**config.mk**
```make
export PLATFORM = sky130hd
export DESIGN_NAME = mod4_down_seq_monitor
export DESIGN_NICKNAME = d
export VERILOG_FILES = /design/src/rtl/mod4_down_seq_monitor.sv
export SDC_FILE = /design/constraint.sdc
export NUM_CORES = 1
export LEC_CHECK = 0
export CELL_PAD_IN_SITES_DETAIL_PLACEMENT = 1
export CELL_PAD_IN_SITES_GLOBAL_PLACEMENT = 2
export CORE_AREA = 2 2 67 69
export CTS_CLUSTER_DIAMETER = 50
export CTS_CLUSTER_SIZE = 16
export DETAILED_ROUTE_END_ITERATION = 8
export DIE_AREA = 0 0 69 71
export MAX_ROUTING_LAYER = met4
export PLACE_DENSITY_LB_ADDON = 0.12
export SLEW_MARGIN = 5
export SYNTH_ARGS = -nofsm -noshare
export SYNTH_HDL_FRONTEND = slang
export SYNTH_SLANG_ARGS = --single-unit
```
**constraint.sdc**
```tcl
create_clock -name clk -period 5.1 [get_ports clk]
set_clock_uncertainty 0.05 [all_clocks]
set_input_delay 1.53 -clock clk [delete_from_list [all_inputs] [get_ports clk]]
set_output_delay 1.53 -clock clk [all_outputs]
set_load 0.01 [all_outputs]
```
**src/rtl/mod4_down_seq_monitor.sv**
```systemverilog
// Sequence monitor for a 2-bit MOD-4 down counter: checks 3->2->1->0->3, declares lock, counts wraps and errors.
// Optional build macro HOLD_TOL_EN: when defined, a repeated sample (hold) is ignored instead of flagged as an error.
module mod4_down_seq_monitor #(
  parameter int unsigned LOCK_N = 4,
  parameter int unsigned WRAP_W = 8,
  parameter int unsigned ERR_W  = 8
) (
  input  logic              clk,
  input  logic              reset,
  input  logic [1:0]        count_in,
  input  logic              count_valid,
  output logic              locked,
  output logic              tc_pulse,
  output logic              err_pulse,
  output logic [WRAP_W-1:0] wrap_count,
  output logic [ERR_W-1:0]  err_count
);

  typedef enum logic [1:0] {
    IDLE   = 2'd0,
    ACQ    = 2'd1,
    LOCKED = 2'd2
  } state_t;

`ifdef HOLD_TOL_EN
  localparam bit HoldTol = 1'b1;
`else
  localparam bit HoldTol = 1'b0;
`endif

  // LOCK_N is limited to 1..15, so a 4-bit run counter never overflows.
  localparam logic [3:0] LockLim = 4'(LOCK_N);

  state_t     state;
  logic [1:0] prev;
  logic [3:0] run;

  logic [1:0] exp_next;
  logic [3:0] run_inc;
  logic       is_correct;
  logic       is_wrap;
  logic       is_error;

  // NOTE: every signal driven here gets a value on every path, so no latch is inferred.
  always_comb begin
    exp_next   = prev - 2'd1;
    run_inc    = run + 4'd1;
    is_correct = (count_in == exp_next);
    is_wrap    = is_correct && (prev == 2'd0);
    is_error   = !is_correct && !(HoldTol && (count_in == prev));
  end

  // NOTE: all state and outputs update with non-blocking assignments so every register sees pre-edge values.
  always_ff @(posedge clk) begin
    if (reset) begin
      state      <= IDLE;
      prev       <= 2'd0;
      run        <= 4'd0;
      locked     <= 1'b0;
      tc_pulse   <= 1'b0;
      err_pulse  <= 1'b0;
      wrap_count <= '0;
      err_count  <= '0;
    end else begin
      tc_pulse  <= 1'b0;
      err_pulse <= 1'b0;
      if (count_valid) begin
        unique case (state)
          IDLE: begin
            prev  <= count_in;
            run   <= 4'd0;
            state <= ACQ;
          end
          ACQ: begin
            if (is_correct) begin
              prev     <= count_in;
              run      <= run_inc;
              tc_pulse <= is_wrap;
              if (run_inc >= LockLim) begin
                state  <= LOCKED;
                locked <= 1'b1;
              end
            end else if (is_error) begin
              prev      <= count_in;
              run       <= 4'd0;
              err_pulse <= 1'b1;
              if (err_count != '1) err_count <= err_count + ERR_W'(1);
            end
          end
          LOCKED: begin
            if (is_correct) begin
              prev     <= count_in;
              tc_pulse <= is_wrap;
              // Wraps are counted only once lock is established; the locking edge itself does not count.
              if (is_wrap) wrap_count <= wrap_count + WRAP_W'(1);
            end else if (is_error) begin
              prev      <= count_in;
              run       <= 4'd0;
              err_pulse <= 1'b1;
              state     <= ACQ;
              locked    <= 1'b0;
              if (err_count != '1) err_count <= err_count + ERR_W'(1);
            end
          end
          default: begin
            state  <= IDLE;
            locked <= 1'b0;
          end
        endcase
      end
    end
  end

endmodule
```
# ---- Yosys cells after proc, flatten, opt, wreduce, memory -nomap -nowiden
# Index checks and enable logic that the tools add are counted.
dict set report classes {
  addsub 4
  magnitude_cmp 1
  n_eq_ne 7
  mux 12
  bitwise_logic 4
  reduce_logical 14
}
# operator count
set op_table {}
lappend op_table {{$add 8x1->8 const B} 2}
lappend op_table {{$pmux 4 s3} 1}
lappend op_table {{$reduce_and 4->1} 3}
lappend op_table {{$mux 4} 2}
lappend op_table {{$ne 8x8->1 const B} 1}
lappend op_table {{$mux 2} 3}
lappend op_table {{$ne 2x2->1 const B} 3}
lappend op_table {{$pmux 2 s3} 1}
lappend op_table {{$reduce_or 3->1} 2}
lappend op_table {{$reduce_and 5->1} 1}
lappend op_table {{$add 4x1->4 const B} 1}
lappend op_table {{$ge 4x3->1 const B} 1}
lappend op_table {{$logic_not 2->1} 2}
lappend op_table {{$mux 1} 4}
lappend op_table {{$not 1->1} 4}
lappend op_table {{$reduce_or 4->1} 1}
lappend op_table {{$pmux 1 s3} 1}
lappend op_table {{$reduce_and 3->1} 1}
lappend op_table {{$reduce_bool 3->1} 1}
lappend op_table {{$eq 2x1->1 const B} 1}
lappend op_table {{$eq 2x2->1} 1}
lappend op_table {{$eq 2x2->1 const B} 1}
lappend op_table {{$reduce_and 2->1} 1}
lappend op_table {{$reduce_or 2->1} 1}
lappend op_table {{other kinds (2)} 2}
dict set report word_totals {
  regBits 27
  output_inout_bits 19
}

# ---- Logic depth before layout (Yosys ltp)
# Gate-level depths: netlist of the first run.
dict set report logic_depth {
  depth_word 5
  mapped_depth 7
}

# ---- Worst setup path before layout of the first run
# No wires, ideal clock.
dict set report synth_timing {
  kind {input to register}
  startpoint {input count_in[1]}
  endpoint {register state[0]}
  setup_time_ps 103
  t_arrival_ps 2527
  t_required_ps 4947
  slack_ps 2419
  stages 5
  cell_sequence {xnor2_1 -> nor2_2 -> o221a_4 -> o21a_1 -> a2111oi_2}
}
dict set report synth_between {
  elab_chain_len 3
  word_cells_on_any_way 4
  cone_classes {eq/ne (3); reduce/logical (1)}
}
# item line
set synth_rtl {}
lappend synth_rtl {{start, declared} 10} ;# input logic [1:0] count_in,
lappend synth_rtl {{$eq 2x2->1 (*)} 48} ;# is_correct = (count_in == exp_next);
lappend synth_rtl {{$ne 2x2->1 (no line)} --}
lappend synth_rtl {{$reduce_and 4->1 (no line) (*)} --}
lappend synth_rtl {{end signal, assigned} 56} ;# state <= IDLE;
lappend synth_rtl {{end signal, assigned} 72} ;# state <= ACQ;
lappend synth_rtl {{end signal, assigned} 80} ;# state <= LOCKED;
lappend synth_rtl {{end, declared} 34} ;# state_t state;
# Mark *: on every way between the ends. The rest lies on a longest branch, timed or not.
# A chain may end at the register's enable or synchronous reset.

# ---- Worst setup path in the final report of the first run
# Ends and elaborated chain as after synthesis.

==> run metrics, run 1 <==
Worst IR Drop VDD=78.5 uV; synthesized instance count=153; clk_lat worst skew=0.27 ns; routed len/inst=13.6 um; Max-Slew Margin vs Limit=0.317; syn nets=166; Via density=4.97; TritonCTS clock tree=built; first-pass GRT wire length=5340 um; vias in the first global route=1,192; largest net degree at the start of global routing=28; Crit Path Max Fanout=4; CORE AREA=4200 um^2; drt first-iter violations=42; most frequent cells in the layout=dfxtp_1, clkdlybuf4s50_1, nor2_1; drt pass-1 iters=4; Final min period=3.09 ns; nets=191; CTS max path bufs=2; Slew Limit Fails=0; crit start category=primary input; Least-Margin Pin Slew=1.02 ns; FFs w/ async S/R, synth=0; crit path kind=primary input to flip-flop; Seq/Total Area, Yosys=0.403; final wirelength=3120 um; Final Cycle Share=0.606; gr ovfl total=0; Post-DRT Antenna Nets=0; layout cells sized above 1=0.0452; Port-buffer cells=23; cts repair resizes=0; cell area after synthesis=1340 um^2; area occupied by multi-input gates=769 um^2; htree depth=1; #FFs+latches synth=27; via count=1,139; Mean Syn Cell Area=8.76 um^2; placed cell count=225; final hold viol count=0; Hold Path Class=flip-flop to flip-flop; Remaining DRCs=0; status=finished, final reports clean; HPWL Detailed=2350 um; Lkg Pwr=0.612 nW; gr usage total=0.138; initial antenna violation count=0; TNS Setup=0 ns; non-filler cells, final=229; Data required, critical path=5.21 ns; Pwr Density=228 nW/um^2; Area Overhead vs Synth=24.6%; Boundary Pins=24; Die X=69 um; hold buffers post-CTS=0; synth warn=0; clk sink count=27; most common flop cell mapped by yosys=dfxtp_1; Critical Path AT=3.20 ns; Post-synth EDFFs=0; # Post-CTS Setup Buffers=0; fmax=324 MHz; # setup viols final=0; die area=4900 um^2; Starting Density=0.319; CP endpoint kind=flip-flop; RePlAce Congestion=0.730; clock slew at reported path FFs=0.09 ns; CTS root buf=clkbuf_8; Filler cells=497; Unique masters post-synth=33; number of buffers created by CTS=3; FP Rows=24; Max-Cap Viols=0; commonest non-fill, non-tap cell in the layout=dfxtp_1; Reg area=541 um^2; DIE HEIGHT=71 um; Diodes inserted=0; RSZ-0062 raised after global routing=false
## path summary, 6_finish.rpt
path	start	end	slack, ns	cells after the start
min	prev[1]$_SDFFE_PP0P_	prev[1]$_SDFFE_PP0P_	0.41	2
min reg2reg	prev[1]$_SDFFE_PP0P_	prev[1]$_SDFFE_PP0P_	0.41	2
max reg2reg	prev[0]$_SDFFE_PP0P_	state[0]$_SDFFE_PP0P_	2.99	7
max	count_in[1]	state[0]$_SDFFE_PP0P_	2.01	6
## critical path: stages
cell,delay (ns)
clkdlybuf4s50_1,0.47
xnor2_1,0.40
nor2_2,0.13
o221a_4,0.15
o21a_1,0.18
a2111oi_2,0.33
## sequential cells by signal, summed over array words and instances, names as in the netlist
name        flops
wrap_count      8
err_pulse       1
tc_pulse        1
err_count       8
locked          1
prev            2
run             4
state           2
## power breakdown
part	switching (W)	total, W	internal (W)
logic	0.0000246	0.0000398	0.0000152
registers	0.00000300	0.000217	0.000214
clock network	0.0000679	0.000124	0.0000560
## per-layer routing
| metal | part of all wire | GRT usage |
|---|---|---|
| met5 | 0 | - |
| met4 | 0.0083 | 0.0523 |
| met3 | 0.022 | 0.0185 |
| met2 | 0.50 | 0.231 |
| met1 | 0.47 | 0.169 |
## through the flow
step	util	total power (W)	worst slack, ns	hold slack (ns)	area (um^2)
global route	0.397	0.000403	1.84	0.465	1670
floorplan	-	0.000248	2.42	0.386	1340
finish	0.397	0.000380	2.01	0.412	1670
CTS	0.397	0.000387	1.98	0.418	1670
global placement	0.386	0.000261	1.75	0.398	1620
detailed placement	0.386	0.000262	1.68	0.404	1620
## kinds of logic after synthesis
family,synth area share
AOI/OAI and AO/OA,0.0980
DFF,0.403
and+or+nand+nor,0.261
muxes,0.0224
buffers and inverters,0.0224
xor gates and xnor gates,0.118
adders and majority gates,0.0747
## cell type report
type | count | share of cell area
clock buffer | 4 | 0.0270
inverter | 5 | 0.0112
multi-input combinational | 118 | 0.461
sequential | 27 | 0.324
tap | 52 | 0.0390
timing repair buffer | 23 | 0.138
## cells in the mapped netlist (2+ instances only)
cell,number,share of area
nand4_1,5,0.023
nor3_1,6,0.022
xor2_1,14,0.092
nor4_2,2,0.019
nor2_1,20,0.056
and3_1,2,0.0093
clkbuf_1,2,0.0056
ha_1,8,0.075
nor2b_1,2,0.0093
inv_1,5,0.014
dfxtp_1,27,0.40
o21ai_0,2,0.0075
nand3_1,9,0.034
a31oi_1,3,0.014
nand2_1,16,0.045
a21oi_1,8,0.030
xnor2_1,4,0.026
mux2i_1,3,0.022
Note: power is estimated with default switching activity, not from simulation.
==> inputs of run 2 (changes only) <==
- CORE_AREA: 2 2 67 69 -> 2 2 69 71
- DIE_AREA: 0 0 69 71 -> 0 0 71 73
- clock period: 5.1 -> 3.23 ns (I/O delays scaled with it)
==> run metrics, run 2 (synthesis gave the netlist of run 1 again) <==
status=finished, final reports clean; Post-DRT Antenna Nets=0; Final min period=2.52 ns; Top Metal Used=met4; RePlAce Congestion=0.754; Power Internal=0.000452 W; drt pass-1 iters=4; final wirelength=3210 um; Hold Path Class=flip-flop to flip-flop; FP Rows=25; largest net degree at the start of global routing=15; die area=5180 um^2; gr ovfl total=0; Placement Setup Slack=0.405 ns; Final Core Density=0.372; met3 wire len=118 um; commonest non-fill, non-tap cell in the layout=dfxtp_1; Area Overhead vs Synth=25.9%; CORE AREA=4540 um^2; top flop regs=err_count x8, wrap_count x8, run x4; most frequent cells in the layout=dfxtp_1, clkdlybuf4s50_1, nor2_1; share of power burned in registers=0.566; drt first-iter violations=30; Slew Limit Fails=0; vias in the first global route=1,206; HPWL Detailed=2490 um; DIE HEIGHT=73 um; Critical Path AT=2.65 ns; cts repair resizes=0; Sw Pwr=0.000152 W; crit start category=primary input; Switching Fraction=0.252; crit path kind=primary input to flip-flop; nets=193; final std cell area, no fill=1690 um^2; clk sink count=27; worst reg-to-reg setup slack=1.10 ns; initial antenna violation count=0; fmax=397 MHz; Combinational Power Share=0.110; final setup margin=0.709 ns; final hold viol count=0; number of buffers created by CTS=3; Final Cycle Share=0.780; Boundary Pins=24; Diodes inserted=0; layout cells sized above 1=0.0559; DP Area=1640 um^2; RSZ-0062 raised after global routing=false; via count=1,150; Starting Density=0.295; CTS root buf=clkbuf_8; worst hold slack=0.419 ns; CTS max path bufs=2; TNS Setup=0 ns; hold buffers post-CTS=0; Via density=4.94; metal1 wirelength=1580 um; Crit Path Max Fanout=4; gr usage total=0.141; Remaining DRCs=0; # Post-CTS Setup Buffers=0; Worst IR Drop VDD=160 uV; first-pass GRT wire length=5550 um; Port-buffer cells=23; TritonCTS clock tree=built; CP endpoint kind=flip-flop; Max-Cap Viols=0; Data required, critical path=3.36 ns; Least-Margin Pin Slew=0.494 ns; clock slew at reported path FFs=0.10 ns; clock network fraction of total power=0.323; # setup viols final=0; Filler cells=550; htree depth=1; clk_lat worst skew=0.28 ns; Lkg Pwr=0.622 nW; routed len/inst=13.8 um; Die X=71 um; Pwr Density=358 nW/um^2; metal2 WL=1470 um; Max-Slew Margin vs Limit=0.671
[run 2: changes by cell type in the layout (fill, tap and decap cells not counted), sizes merged]
cell / delta
buf: +2
[run 2: path summary, 6_finish.rpt]
check / startpoint / end / cells after the start
hold / removal: prev[1]$_SDFFE_PP0P_ / prev[1]$_SDFFE_PP0P_ / 2
hold reg to reg: prev[1]$_SDFFE_PP0P_ / prev[1]$_SDFFE_PP0P_ / 2
setup / recovery: count_in[1] / state[0]$_SDFFE_PP0P_ / 6
setup reg to reg: prev[0]$_SDFFE_PP0P_ / state[0]$_SDFFE_PP0P_ / 7
[run 2: final cells by class]
type,instances,area [um^2],area share
well taps,54,67.6,0.0401
inverters,5,18.8,0.0111
flip-flops and latches,27,541,0.320
multi-input cells,118,769,0.456
repair buffers,25,245,0.145
clock buffers,4,45.0,0.0267
[run 2: worst max-delay path, cell delays in order]
cell and delay [ns]:
clkdlybuf4s50_1 0.48, xnor2_1 0.40, nor2_2 0.13, o221a_4 0.16
o21a_1 0.19, a2111oi_2 0.33
[run 2: per-stage QoR]
step                power [W]  std cells
floorplan            0.000392        153
global placement     0.000415        229
detailed placement   0.000416        229
CTS                  0.000618        233
global route         0.000637        233
finish               0.000604        233
[run 2: routing by layer]
layer	track usage	vias to the layer above
met5	-	-
met4	0.0440	0
met3	0.0387	6
met2	0.220	21
met1	0.177	544
li1	-	579
[run 2: power by group through the flow]
stage               registers [W]  logic [W]  clock network (W)
floorplan                0.000350  0.0000422                  0
global placement         0.000350  0.0000659                  0
detailed placement       0.000350  0.0000667                  0
CTS                      0.000342  0.0000673           0.000208
global route             0.000343  0.0000743           0.000219
finish                   0.000342  0.0000666           0.000195
==> inputs of run 3 (changes only) <==
- clock period: 3.23 -> 2.49 ns (I/O delays scaled with it)
==> run metrics, run 3 (synthesis gave the netlist of run 1 again) <==
Reg-to-Reg End=err_count[1]$_SDFFE_PP0P_; Boundary Pins=24; routed len/inst=13.6 um; hold buffers post-CTS=0; RSZ-0062 raised after global routing=false; worst hold slack=0.421 ns; Hold Crit Endpoint=prev[1]$_SDFFE_PP0P_; Sw Pwr=0.000194 W; most frequent cells in the layout=dfxtp_1, clkdlybuf4s50_1, nor2_1; fmax=440 MHz; CP endpoint kind=flip-flop; vias in the first global route=1,207; Post-DRT Antenna Nets=0; Remaining DRCs=0; share of power burned in registers=0.564; layout cells sized above 1=0.101; clk sink count=27; Final Core Density=0.387; Critical Path AT=2.37 ns; Data required, critical path=2.59 ns; crit path kind=primary input to flip-flop; Placement Setup Slack=-0.0503 ns; Filler cells=542; final hold viol count=0; CORE AREA=4540 um^2; Port-buffer cells=23; final setup margin=0.219 ns; CTS root buf=clkbuf_8; drt first-iter violations=46; largest net degree at the start of global routing=15; hold path startpoint=prev[1]$_SDFFE_PP0P_; Combinational Power Share=0.121; crit start category=primary input; Final Cycle Share=0.912; # setup viols final=0; clk_lat worst skew=0.27 ns; Diodes inserted=0; Final min period=2.27 ns; Die X=71 um; Crit Path Max Fanout=7; Starting Density=0.295; gr ovfl total=0; placed cell count=238; cts repair resizes=0; DP Area=1710 um^2; die area=5180 um^2; clock slew at reported path FFs=0.09 ns; Hold Path Class=flip-flop to flip-flop; Slew Limit Fails=0; clock network fraction of total power=0.315; FP Rows=25; htree depth=1; Least-Margin Pin Slew=0.516 ns; Worst Hold Path Cells=2; Area Overhead vs Synth=30.9%; CTS max path bufs=2; final std cell area, no fill=1750 um^2; TritonCTS clock tree=built; final wirelength=3280 um; initial antenna violation count=0; RR Startpoint=prev[0]$_SDFFE_PP0P_; Power Internal=0.000592 W; non-filler cells, final=242; status=finished, final reports clean; top flop regs=err_count x8, wrap_count x8, run x4; Switching Fraction=0.247; commonest non-fill, non-tap cell in the layout=dfxtp_1; Max-Cap Viols=0; number of buffers created by CTS=3; Lkg Pwr=0.667 nW; DIE HEIGHT=73 um; Worst IR Drop VDD=210 uV; gr usage total=0.140; worst reg-to-reg setup slack=0.41 ns; Reg area=541 um^2; # Post-CTS Setup Buffers=0; area occupied by multi-input gates=769 um^2; drt pass-1 iters=4; Max-Slew Margin vs Limit=0.656; Pwr Density=448 nW/um^2; via count=1,171; first-pass GRT wire length=5620 um; HPWL Detailed=2580 um; nets=202; RePlAce Congestion=0.751; Via density=4.84; R2R depth=7
-- run 3: final cells by class --
class / instances / share of cell area
Timing Repair Buffer: 34 / 0.178
Clock buffer: 4 / 0.0257
Sequential cell: 27 / 0.308
Multi-Input combinational cell: 118 / 0.439
Tap cell: 54 / 0.0385
Inverter: 5 / 0.0107
-- run 3: power groups by stage --
stage	Clock (W)	Combinational (W)	Sequential (W)
floorplan	0	0.0000548	0.000454
global placement	0	0.0000929	0.000454
detailed placement	0	0.0000946	0.000454
CTS	0.000264	0.0000959	0.000444
global route	0.000280	0.000107	0.000445
finish	0.000248	0.0000948	0.000444
-- run 3: per-layer routing --
layer  part of all wire  GRT usage  up-vias
met5                  0          -        -
met4             0.0070     0.0377        0
met3              0.027     0.0262        2
met2               0.46      0.223       15
met1               0.51      0.182      556
li1                   -          -      598
-- run 3: critical path: stages --
cell and delay (ns):
clkdlybuf4s50_1 0.48, xor2_1 0.22, a21oi_1 0.47, o21ai_1 0.21, mux2i_1 0.19, nor2_1 0.05
-- run 3: how the worst max path moves through the flow --
stage	end	slack, ns	cells past startpoint	start
4_1_cts	err_count[1]$_SDFFE_PP0P_	0.24	6	count_in[0]
3_5_place_dp	err_count[1]$_SDFFE_PP0P_	-0.05	6	count_in[0]
6_report	err_count[1]$_SDFFE_PP0P_	0.22	6	count_in[0]
2_1_floorplan	state[0]$_SDFFE_PP0P_	0.59	7	prev[0]$_SDFFE_PP0P_
3_3_place_gp	state[0]$_SDFFE_PP0P_	-0.03	6	count_in[1]
5_1_grt	err_count[1]$_SDFFE_PP0P_	0.06	6	count_in[0]
-- run 3: per-stage QoR --
step | TNS [ns] | total power (W)
4_1_cts | 0 | 0.000804
5_1_grt | 0 | 0.000832
2_1_floorplan | 0 | 0.000508
6_report | 0 | 0.000786
3_5_place_dp | -0.0965 | 0.000548
3_3_place_gp | -0.0792 | 0.000546
==> patch 1 (config.mk and constraints of run 1) <==
Build with the macro `HOLD_TOL_EN` defined.
--- a/src/rtl/mod4_down_seq_monitor.sv
+++ b/src/rtl/mod4_down_seq_monitor.sv
@@ -1,5 +1,7 @@
 // Sequence monitor for a 2-bit MOD-4 down counter: checks 3->2->1->0->3, declares lock, counts wraps and errors.
 // Optional build macro HOLD_TOL_EN: when defined, a repeated sample (hold) is ignored instead of flagged as an error.
+`define HOLD_TOL_EN
+
 module mod4_down_seq_monitor #(
   parameter int unsigned LOCK_N = 4,
   parameter int unsigned WRAP_W = 8,
Check against the original RTL: not equivalent (a bounded check fails within 4 cycles, from zero or initial values and one cycle with reset high).
==> patch 1 against run 1 <==
  * Synthesized cell count is 13% higher
  * Largest cell class unchanged
  * Count of clock-buffer cells in the layout is 1 lower
  * Sequential share of layout area is 3.1 points lower
  * Synthesized area is 13% higher
  * Wire length is 17% higher
  * Highest routed layer unchanged
  * Worst setup slack worse by 700 ps
  * Sequential cell count stayed put
  * Final area is 10% higher
  * Critical path type unchanged
Power is not compared: it rests on default switching activity, and its combinational part moved more than twofold at a synthesized area within 25%.
==> patch 1: results (changes against run 1) <==
[logic_synthesis]
synth_nets=186  ; +12%
synth_compound_area_share_pct=10.4  ; +0.57 points
muxShareOfSynthArea_pct=8.40  ; +6.2 points
synth_xor_area_share_pct=5.19  ; -6.6 points
yosys-top-cells-area=dfxtp_1 36%, ha_1 6.6%, mux2_2 4.4%, nor2_1 4.2%, mux2i_1 4.0%
ys_seq_area_share_pct=35.6  ; -4.8 points
synthAdderAreaFrac_pct=6.59  ; -0.88 points
synth.cells.most_frequent=27 x dfxtp_1, 17 x nor2_1, 9 x nand2b_1

[layout]
fillCellCount=502  ; +1.0%
multi_input_area_um2=935  ; +21%
multi_input_gates=135  ; +14%
seqAreaFraction_pct=29.3  ; -3.1 points
clkbuf_count=3  ; -1
clkCellAreaFrac_pct=2.51  ; -0.19 points
buffers=24  ; +4.3%
buffer_area_share_pct=12.9  ; -0.89 points
final_nets=209  ; +9.4%

[setup_path]
max_stage_delay_ps=810  ; +340 ps
reg2reg_slack_ps=2370  ; -620 ps
r2r_cells=6  ; -1
cp_max_fo=11  ; +7
endpoint=err_count[0]$_SDFFE_PP0P_
cp_data_arrival_time_ps=3920  ; +720 ps
crit_start=count_in[0]
slowest_stage=mux2i_1
timing.rr.end=err_count[2]$_SDFFE_PP0P_

[grt]
grt_pass1_wl_um=6230  ; +17%
use_met2_pct=25.0  ; +1.9 points
track_usage_pct=15.8  ; +2.0 points
grtUsageMet3_pct=2.85  ; +1.0 points
grt_pass1_vias=1350  ; +13%
grtUsageMet1_pct=20.9  ; +4.1 points
grt_max_degree=22  ; -21%

[detailed_routing]
drtIter0Drc=52  ; +24%
routedWlPerCell_um=14.8  ; +8.4%
vias=1327  ; +17%
met2_length_um=1680  ; +8.3%
met3_length_um=106  ; +54%
met1_length_um=1830  ; +24%

[worst_hold_path]
holdPathEnd=locked$_SDFFE_PP0P_
min-delay-start=locked$_SDFFE_PP0P_

[timing]
worstMarginPinSlew_ps=1000  ; -18.4 ps

[run_status]
status=complete, no violations

[place]
dpl.hpwl_um=2720  ; +16%

[clock_tree]
clkTransAtPathRegs_ps=100
clock_path_buffers=2  ; unchanged

[patch 1: cell types whose count changed in the layout (fill, tap and decap cells not counted), sizes merged, moves of 5 or more]
cell    before  now
xor2        14    4
nand2       16    8
nand2b       1    9
mux2         0    6
o31ai        0    6
nor2b        2    7
[patch 1: per-stage QoR]
step	total power, W	utilization (%)	cells	setup WS [ps]	hold WS, ps
after floorplan	0.000287	-	173	2000	433
after global placement	0.000311	42.7	243	1090	417
after detailed placement	0.000314	42.7	243	1030	432
after CTS	0.000442	43.8	247	1320	451
after global routing	0.000460	43.8	247	1100	484
final	0.000435	43.8	247	1310	438
[patch 1: critical path, delay by kind of cell]
| family | cells | cell delay, ps |
|---|---|---|
| buf+inv | 1 | 470 |
| xor+xnor | 1 | 600 |
| simple gates | 1 | 190 |
| mux | 2 | 1120 |
==> patch 2 (config.mk and constraints of run 1) <==
Without the edit above. Register the inputs `count_in` and `count_valid` before use. The logic sees them one clock later.
--- a/src/rtl/mod4_down_seq_monitor.sv
+++ b/src/rtl/mod4_down_seq_monitor.sv
@@ -31,6 +31,14 @@
   // LOCK_N is limited to 1..15, so a 4-bit run counter never overflows.
   localparam logic [3:0] LockLim = 4'(LOCK_N);
 
+  logic [1:0] count_q;
+  logic count_valid_q;
+
+  always_ff @(posedge clk) begin
+    count_q       <= count_in;
+    count_valid_q <= count_valid;
+  end
+
   state_t     state;
   logic [1:0] prev;
   logic [3:0] run;
@@ -45,9 +53,9 @@
   always_comb begin
     exp_next   = prev - 2'd1;
     run_inc    = run + 4'd1;
-    is_correct = (count_in == exp_next);
+    is_correct = (count_q == exp_next);
     is_wrap    = is_correct && (prev == 2'd0);
-    is_error   = !is_correct && !(HoldTol && (count_in == prev));
+    is_error   = !is_correct && !(HoldTol && (count_q == prev));
   end
 
   // NOTE: all state and outputs update with non-blocking assignments so every register sees pre-edge values.
@@ -64,16 +72,16 @@
     end else begin
       tc_pulse  <= 1'b0;
       err_pulse <= 1'b0;
-      if (count_valid) begin
+      if (count_valid_q) begin
         unique case (state)
           IDLE: begin
-            prev  <= count_in;
+            prev  <= count_q;
             run   <= 4'd0;
             state <= ACQ;
           end
           ACQ: begin
             if (is_correct) begin
-              prev     <= count_in;
+              prev     <= count_q;
               run      <= run_inc;
               tc_pulse <= is_wrap;
               if (run_inc >= LockLim) begin
@@ -81,7 +89,7 @@
                 locked <= 1'b1;
               end
             end else if (is_error) begin
-              prev      <= count_in;
+              prev      <= count_q;
               run       <= 4'd0;
               err_pulse <= 1'b1;
               if (err_count != '1) err_count <= err_count + ERR_W'(1);
@@ -89,12 +97,12 @@
           end
           LOCKED: begin
             if (is_correct) begin
-              prev     <= count_in;
+              prev     <= count_q;
               tc_pulse <= is_wrap;
               // Wraps are counted only once lock is established; the locking edge itself does not count.
               if (is_wrap) wrap_count <= wrap_count + WRAP_W'(1);
             end else if (is_error) begin
-              prev      <= count_in;
+              prev      <= count_q;
               run       <= 4'd0;
               err_pulse <= 1'b1;
               state     <= ACQ;
Function: changed (a bounded check fails within 4 cycles, from zero or initial values and one cycle with reset high).
==> patch 2 against run 1 <==
  * Worst setup slack gained 210 ps
  * Final area grew 7.2%
  * Fmax grew 7.3%
  * Total power grew 32%
  * Sequential cell count grew 3
  * Wire length grew 3.7%
  * Via count grew 5.3%
  * Synthesized area grew 5.5%
  * Critical path type is now flip-flop to output port
  * Critical endpoint is now err_count[0]
==> patch 2: results (changes against run 1) <==
[run_status]
status=complete, no violations

[logic_synthesis]
yosys-top-cells-area=dfxtp_1 42%, ha_1 7.1%, nor2_1 6.4%, xnor2_1 3.7%, xor2_1 3.7%
synth_nets=172  ; +3.6%
ys_types=35  ; +6.1%
ys_seq_area_share_pct=42.5  ; +2.1 points
synth.cells.most_frequent=30 x dfxtp_1, 24 x nor2_1, 13 x nand2_1

[place]
place.gp.congestion=0.809  ; +11%
placed_cell_area_um2=1680  ; +3.4%
dpl.hpwl_um=2350  ; -0.34%

[worst_hold_path]
holdPathEnd=run[1]$_SDFFE_PP0P_
min-delay-start=run[1]$_SDFFE_PP0P_

[grt]
use_met2_pct=25.0  ; +1.9 points
grt_pass1_wl_um=5710  ; +6.9%
track_usage_pct=14.9  ; +1.2 points

[detailed_routing]
drt_wl_total_um=3240  ; +3.7%
drtIter0Drc=41  ; -2.4%

[setup_path]
timing.rr.end=run[1]$_SDFFE_PP0P_
endpoint=err_count[0]
cp_data_arrival_time_ps=1300  ; -1900 ps
path_class=flip-flop to output port
crit_start=err_count[0]$_SDFFE_PP0P_

[pwr]
p_clk_share_pct=44.8  ; +12 points
powerDensity_nw_per_um2=281  ; +23%
seq-power_w=0.000244  ; +12%
irDropWorstVdd_v=0.000144  ; +84%

[clock_tree]
clkTransAtPathRegs_ps=70  ; -20 ps
cts_made_buffers=5  ; +2

[layout]
finalNonFillerCells=237  ; +3.5%

[timing]
fin_hold_ws_ps=451  ; +39.0 ps
slew_headroom_pct=29.5  ; -2.2 points

==> patch 2: changes by cell type after synthesis, sizes merged, moves of 3 or more <==
| cell | change |
|---|---|
| dfxtp | +3 |
| inv | +3 |
| nand2 | -3 |
| nand3 | -3 |
| nor2 | +3 |
| xor2 | -6 |
==> patch 2: cells by family after synthesis <==
logic type / after synthesis / synth area share (%)
AOI/OAI and AO/OA: 23 / 10.5
buffers and inverters: 13 / 4.25
xor gates and xnor gates: 14 / 9.73
and+or+nand+nor: 68 / 23.8
muxes: 3 / 2.12
adders and majority gates: 8 / 7.08
DFF: 30 / 42.5
==> patch 2: area by class of cell <==
cell class	instances	share of cell area (%)
Clock buffer	8	6.15
Inverter	8	1.68
Multi-Input combinational cell	116	42.1
Sequential cell	30	33.6
Tap cell	52	3.64
Timing Repair Buffer	23	12.9
==> patch 2: routing by layer <==
layer	part of all wire [%]	vias to the layer above
li1	-	588
met1	45	594
met2	51	15
met3	3.6	2
met4	0.62	0
met5	0	-
